## src/rtl/pass_check_ctrl.sv

```systemverilog
// Password-verification controller: collects entered digits, fetches the stored password
// from a fixed-latency ROM, compares, and tracks attempts. Optional lockout: PASS_LOCKOUT_EN.
module pass_check_ctrl #(
  parameter int DIGIT_W      = 4,
  parameter int NUM_DIGITS   = 4,
  parameter int ID_W         = 5,
  parameter int ADDR_W       = 7,
  parameter int ROM_LAT      = 2,
  parameter int MAX_ATTEMPTS = 3
`ifdef PASS_LOCKOUT_EN
  , parameter int LOCKOUT_CYCLES = 1024
`endif
) (
  input  logic                                clk,
  input  logic                                rst,
  input  logic                                game_enter,
  input  logic [DIGIT_W-1:0]                  user_digit,
  input  logic                                matched_id,
  input  logic [ID_W-1:0]                     internal_id,
  input  logic                                guest,
  input  logic                                gc_logout,
  output logic [ADDR_W-1:0]                   rom_addr,
  input  logic [DIGIT_W-1:0]                  rom_data,
  output logic                                log_in,
  output logic                                log_out,
  output logic                                fail_pulse,
  output logic [$clog2(MAX_ATTEMPTS+1)-1:0]   attempts_left,
`ifdef PASS_LOCKOUT_EN
  output logic                                locked,
`endif
  output logic [3:0]                          state_dbg
);

  localparam int SR_W   = NUM_DIGITS * DIGIT_W;
  localparam int CNT_W  = (NUM_DIGITS > 1) ? $clog2(NUM_DIGITS) : 1;
  localparam int WAIT_W = (ROM_LAT > 1) ? $clog2(ROM_LAT) : 1;
  localparam int ATT_W  = $clog2(MAX_ATTEMPTS + 1);
`ifdef PASS_LOCKOUT_EN
  localparam int LOCK_W = (LOCKOUT_CYCLES > 1) ? $clog2(LOCKOUT_CYCLES) : 1;
`endif

  typedef enum logic [3:0] {
    IDLE     = 4'd0,
    COLLECT  = 4'd1,
    FETCH    = 4'd2,
    WAIT_ROM = 4'd3,
    CATCH    = 4'd4,
    COMPARE  = 4'd5,
    PASSED   = 4'd6,
    LOCKOUT  = 4'd7
  } state_t;

  state_t              state_q, state_d;
  logic [SR_W-1:0]     digit_sr_q, digit_sr_d;
  logic [SR_W-1:0]     rom_sr_q, rom_sr_d;
  logic [CNT_W-1:0]    dcnt_q, dcnt_d;
  logic [CNT_W-1:0]    kcnt_q, kcnt_d;
  logic [WAIT_W-1:0]   wcnt_q, wcnt_d;
  logic [ID_W-1:0]     id_q, id_d;
  logic [ADDR_W-1:0]   addr_d;
  logic [ATT_W-1:0]    att_d;
  logic                log_in_d, log_out_d, fail_d;
  logic [ADDR_W-1:0]   base_addr;
`ifdef PASS_LOCKOUT_EN
  logic [LOCK_W-1:0]   lock_q, lock_d;
  assign locked = (state_q == LOCKOUT);
`endif

  assign state_dbg = state_q;
  assign base_addr = ADDR_W'(id_q) * ADDR_W'(NUM_DIGITS);

  // ROM contract: rom_addr is registered and stays put in FETCH/WAIT_ROM; rom_data is
  // taken in CATCH, exactly ROM_LAT cycles after the address first appeared.
  always_comb begin
    state_d    = state_q;
    digit_sr_d = digit_sr_q;
    rom_sr_d   = rom_sr_q;
    dcnt_d     = dcnt_q;
    kcnt_d     = kcnt_q;
    wcnt_d     = wcnt_q;
    id_d       = id_q;
    addr_d     = rom_addr;
    att_d      = attempts_left;
    log_in_d   = 1'b0;
    log_out_d  = 1'b0;
    fail_d     = 1'b0;
`ifdef PASS_LOCKOUT_EN
    lock_d     = lock_q;
`endif
    case (state_q)
      IDLE: begin
        if (guest) begin
          state_d = PASSED;
        end else if (matched_id) begin
          state_d = COLLECT;
          id_d    = internal_id;
        end
      end
      COLLECT: begin
        if (!matched_id) begin
          state_d    = IDLE;
          digit_sr_d = '0;
          dcnt_d     = '0;
        end else if (game_enter) begin
          digit_sr_d = (digit_sr_q << DIGIT_W) | SR_W'(user_digit);
          if (dcnt_q == CNT_W'(NUM_DIGITS - 1)) begin
            state_d = FETCH;
            dcnt_d  = '0;
            kcnt_d  = '0;
            addr_d  = base_addr;
          end else begin
            dcnt_d = dcnt_q + CNT_W'(1);
          end
        end
      end
      FETCH: begin
        if (ROM_LAT > 1) begin
          state_d = WAIT_ROM;
          wcnt_d  = WAIT_W'(ROM_LAT - 2);
        end else begin
          state_d = CATCH;
        end
      end
      WAIT_ROM: begin
        if (wcnt_q == '0) state_d = CATCH;
        else              wcnt_d  = wcnt_q - WAIT_W'(1);
      end
      CATCH: begin
        rom_sr_d = (rom_sr_q << DIGIT_W) | SR_W'(rom_data);
        if (kcnt_q == CNT_W'(NUM_DIGITS - 1)) begin
          state_d = COMPARE;
        end else begin
          state_d = FETCH;
          kcnt_d  = kcnt_q + CNT_W'(1);
          addr_d  = base_addr + ADDR_W'(kcnt_q) + ADDR_W'(1);
        end
      end
      COMPARE: begin
        digit_sr_d = '0;
        if (digit_sr_q == rom_sr_q) begin
          state_d = PASSED;
          att_d   = ATT_W'(MAX_ATTEMPTS);
        end else begin
          fail_d = 1'b1;
          if (attempts_left == ATT_W'(1)) begin
            log_out_d = 1'b1;
            att_d     = ATT_W'(MAX_ATTEMPTS);
`ifdef PASS_LOCKOUT_EN
            state_d   = LOCKOUT;
            lock_d    = LOCK_W'(LOCKOUT_CYCLES - 1);
`else
            state_d   = IDLE;
`endif
          end else begin
            att_d   = attempts_left - ATT_W'(1);
            state_d = COLLECT;
          end
        end
      end
      PASSED: begin
        if (gc_logout) begin
          log_out_d = 1'b1;
          state_d   = IDLE;
        end else begin
          log_in_d = 1'b1;
        end
      end
`ifdef PASS_LOCKOUT_EN
      LOCKOUT: begin
        if (lock_q == '0) state_d = IDLE;
        else              lock_d  = lock_q - LOCK_W'(1);
      end
`endif
      default: begin
        state_d    = IDLE;
        digit_sr_d = '0;
        rom_sr_d   = '0;
        dcnt_d     = '0;
        kcnt_d     = '0;
        wcnt_d     = '0;
        id_d       = '0;
        addr_d     = '0;
        att_d      = ATT_W'(MAX_ATTEMPTS);
`ifdef PASS_LOCKOUT_EN
        lock_d     = '0;
`endif
      end
    endcase
  end

  always_ff @(posedge clk or negedge rst) begin
    if (!rst) begin
      state_q       <= IDLE;
      digit_sr_q    <= '0;
      rom_sr_q      <= '0;
      dcnt_q        <= '0;
      kcnt_q        <= '0;
      wcnt_q        <= '0;
      id_q          <= '0;
      rom_addr      <= '0;
      attempts_left <= ATT_W'(MAX_ATTEMPTS);
      log_in        <= 1'b0;
      log_out       <= 1'b0;
      fail_pulse    <= 1'b0;
`ifdef PASS_LOCKOUT_EN
      lock_q        <= '0;
`endif
    end else begin
      state_q       <= state_d;
      digit_sr_q    <= digit_sr_d;
      rom_sr_q      <= rom_sr_d;
      dcnt_q        <= dcnt_d;
      kcnt_q        <= kcnt_d;
      wcnt_q        <= wcnt_d;
      id_q          <= id_d;
      rom_addr      <= addr_d;
      attempts_left <= att_d;
      log_in        <= log_in_d;
      log_out       <= log_out_d;
      fail_pulse    <= fail_d;
`ifdef PASS_LOCKOUT_EN
      lock_q        <= lock_d;
`endif
    end
  end

endmodule

```

## config.mk

```make
export PLATFORM = sky130hd
export DESIGN_NAME = pass_check_ctrl
export DESIGN_NICKNAME = d
export VERILOG_FILES = /design/src/rtl/pass_check_ctrl.sv
export SDC_FILE = /design/constraint.sdc
export NUM_CORES = 1
export LEC_CHECK = 0
export ABC_AREA = 1
export CAP_MARGIN = 25
export CORE_MARGIN = 2
export CORE_UTILIZATION = 56
export CTS_CLUSTER_SIZE = 24
export DETAILED_ROUTE_END_ITERATION = 8
export GPL_ROUTABILITY_DRIVEN = 0
export GPL_TIMING_DRIVEN = 0
export PLACE_DENSITY_LB_ADDON = 0.1
export REMOVE_ABC_BUFFERS = 1
export SYNTH_ARGS = -nofsm -noshare
export SYNTH_HDL_FRONTEND = slang
export SYNTH_SLANG_ARGS = --single-unit
export TNS_END_PERCENT = 1
```

## constraint.sdc

```tcl
create_clock -name clk -period 2.4 [get_ports clk]
set_input_delay 0.72 -clock clk [delete_from_list [all_inputs] [get_ports clk]]
set_output_delay 0.72 -clock clk [all_outputs]
set_load 0.005 [all_outputs]
```

==> flow_summary.yaml <==
status:
  status: "finished clean"
die:
  start_util_pct: 57.6
  rows: 26
  core-area_um2: 5070
  die-area_um2: 5810
  chipWidth_um: 76.2
  die_y_um: 76.2
  pin_count: 35
route:
  wl_per_cell_um: 11.9
  vias: 2370
  drt_first_iter_violations: 136
  ant_nets: 0
  firstDrtPassIters: 5
  route.detailed.drc: 0
  drt-total-wl_mm: 5.49
  vias_per_cell: 5.14
sta:
  maxSlewViolCount: 0
  fmax_mhz: 449
  worst_slew_pin_slew_ns: 0.606
  period_needed_ns: 2.23
  hold_viol_final: 0
  clock_skew_ns: 0.00887
  postLayoutSetupSlackWorst_ns: 0.173
  setup_viol: 0
  rsz0062_at_grt: "no"
  fin_tns_setup_ns: 0
  relSlewSlack_pct: 59.6
  fin_crit_sh_pct: 92.8
place:
  port_buffers: 33
  postPlaceCellArea_um2: 3330
  hpwl_mm: 4.01
  place_inst: 453
  post-place-ws_ns: -0.388
clock_network:
  cts_tree: "yes"
  postCtsSetupBuffers: 0
  cts_max_path_buffers: 2
  clk_latency_ns: 0.31
  cts_sinks: 56
  cts_root_buffer: "clkbuf_8"
  path_clk_slew_ns: 0.10
  cts-buffers-inserted: 5
  cts_max_level: 2
synth:
  ys_seq_elements: 56
  synth-compound-area-share_pct: 13.4
  synthCells: 358
  yosysSeqAreaShare_pct: 48.1
  synth_top_family_by_area: "simple AND/OR/NAND/NOR gates"
  synth-simple-area-share_pct: 26.3
  synth_warnings: 0
  synthMuxAreaShare_pct: 0
  synth_area_um2: 2920
  synthAdderAreaFrac_pct: 1.54
  synth_xor_area_share_pct: 0.600
  syn_area_per_cell_um2: 8.16
  yosysUniqueCellTypes: 35
global_route:
  antenna_found_initial: 0
  grt_pass1_vias: 2234
  grt_usage_pct: 20.8
  grt_pass1_wl_mm: 9.98
  grt-ovfl-total: 0
  grt_max_degree: 31
worst_setup_path:
  critPathKind: "input port to flop"
  path_max_fanout: 19
  cp-end-kind: "flop"
  worstSetupStartpointType: "input port"
  critPathRequiredTime_ns: 2.65
  worstPathArrival_ns: 2.48
worst_hold_path:
  hp-class: "input port to async pin"
layout:
  layout_common_cells: "nand2_1 (86), dfrtp_1 (54), inv_1 (53), nand3_1 (44), clkdlybuf4s50_1 (32)"
  drive_above_1_share_pct: 12.3
  final_area_um2: 3440
  multi_input_area_um2: 1250
  final_util_pct: 67.8
  fin_cells: 461
  syn2layout_area_growth_pct: 17.7
  seqCellArea_um2: 1400
  fillers: 434
  layout_commonest_cell: "nand2_1"
  diodes: 0
  final_nets: 412
power:
  vdd_drop_max_mv: 0.682
  p_leak_nw: 1.59
  p_per_area_nw_per_um2: 1080
run:
  cap_violations: 0
## flip-flops by register name (all words and copies together) (netlist names)
register,count
rom_sr_q,16
dcnt_q,2
fail_pulse,1
kcnt_q,2
rom_addr,7
log_in,1
log_out,1
attempts_left,2
state_dbg,3
id_q,5
digit_sr_q,16
## Yosys cell counts
master,instances,share of area [%]
o21ai_0,29,5.0
ha_1,2,0.86
nor2_4,2,0.77
o211ai_1,4,1.0
a21oi_2,1,0.30
nand2_4,1,0.39
o22ai_1,1,0.21
inv_2,1,0.13
xor2_1,2,0.60
nor2_2,1,0.21
buf_4,2,0.51
o21ai_2,17,5.1
nand4_1,3,0.64
dfstp_2,2,1.8
nand3_2,4,1.4
conb_1,1,0.13
nor2_8,1,0.69
dfrtp_1,54,46
buf_6,3,1.2
o21bai_1,1,0.26
o31ai_1,1,0.26
nor3_1,3,0.51
nand2_1,86,11
inv_4,2,0.43
buf_2,4,0.69
or2_2,1,0.21
inv_1,53,6.8
nand3_1,44,7.5
nand2_2,1,0.21
fa_1,1,0.69
nor2_1,21,2.7
clkbuf_1,2,0.26
o21ai_1,1,0.17
a21oi_1,5,0.86
o21a_1,1,0.26
## worst max-delay path, cell delays in order
cell and delay (ns):
clkdlybuf4s50_1 0.42, inv_1 0.21, nor2_8 0.13, inv_4 0.10
nor2_4 0.04, a21oi_4 0.44, buf_16 0.23, nand3_1 0.10
o21ai_2 0.07
## layout make-up
type / instances / area share (%)
Clock buffer: 6 / 2.40
Clock inverter: 2 / 0.400
Inverter: 56 / 6.26
Multi-Input combinational cell: 235 / 36.3
Sequential cell: 56 / 40.8
Tap cell: 70 / 2.55
Timing Repair Buffer: 36 / 11.3
## path summary, 6_finish.rpt
kind                       slack [ns]          endpoint    startpoint  cells after the start
max                              0.17     digit_sr_q[9]    matched_id                      9
min in group clk                 0.48       rom_addr[0]   rom_addr[0]                      2
max reg2reg                      0.23       rom_sr_q[8]  state_dbg[2]                      8
min reg2reg                      0.48       rom_addr[0]   rom_addr[0]                      2
max in group asynchronous        1.35  attempts_left[0]           rst                      2
min                              0.40      rom_sr_q[15]           rst                      1
## through the flow
stage               power [mW]  hold WS, ns
finish                    3.70        0.402
detailed placement        3.15        0.466
CTS                       3.71        0.426
global placement          2.95        0.465
global route              4.03        0.453
floorplan                 2.43        0.424
## power by group
group / switching [mW] / total (mW) / internal (mW)
Clock: 0.302 / 0.539 / 0.237
Combinational: 1.15 / 1.83 / 0.674
Sequential: 0.173 / 1.33 / 1.16
Total: 1.63 / 3.70 / 2.07
## per-layer routing
metal / track usage [%] / routed length [µm]
met5: 0 / 0
met2: 33.0 / 2530
met3: 3.32 / 269
met1: 29.4 / 2610
met4: 7.27 / 68
## what timing repair did
item                                   CTS  global route
cloned                                   0             0
endpoints found under the hold margin    0             0
setup endpoints to repair                4             9
gates resized for setup                  1             2
pin swaps                                0             0
hold buffers                             0             0
## cells by family (layout without fill, tap and decap cells)
logic type	after synthesis	in the layout
XOR/XNOR	2	2
AND/OR/NAND/NOR	168	168
other	1	1
buffers and inverters	67	100
adder cells (fa/ha/maj)	3	3
AO/OA/AOI/OAI	61	61
flip-flops	56	56
(Power assumes the default switching activity.)
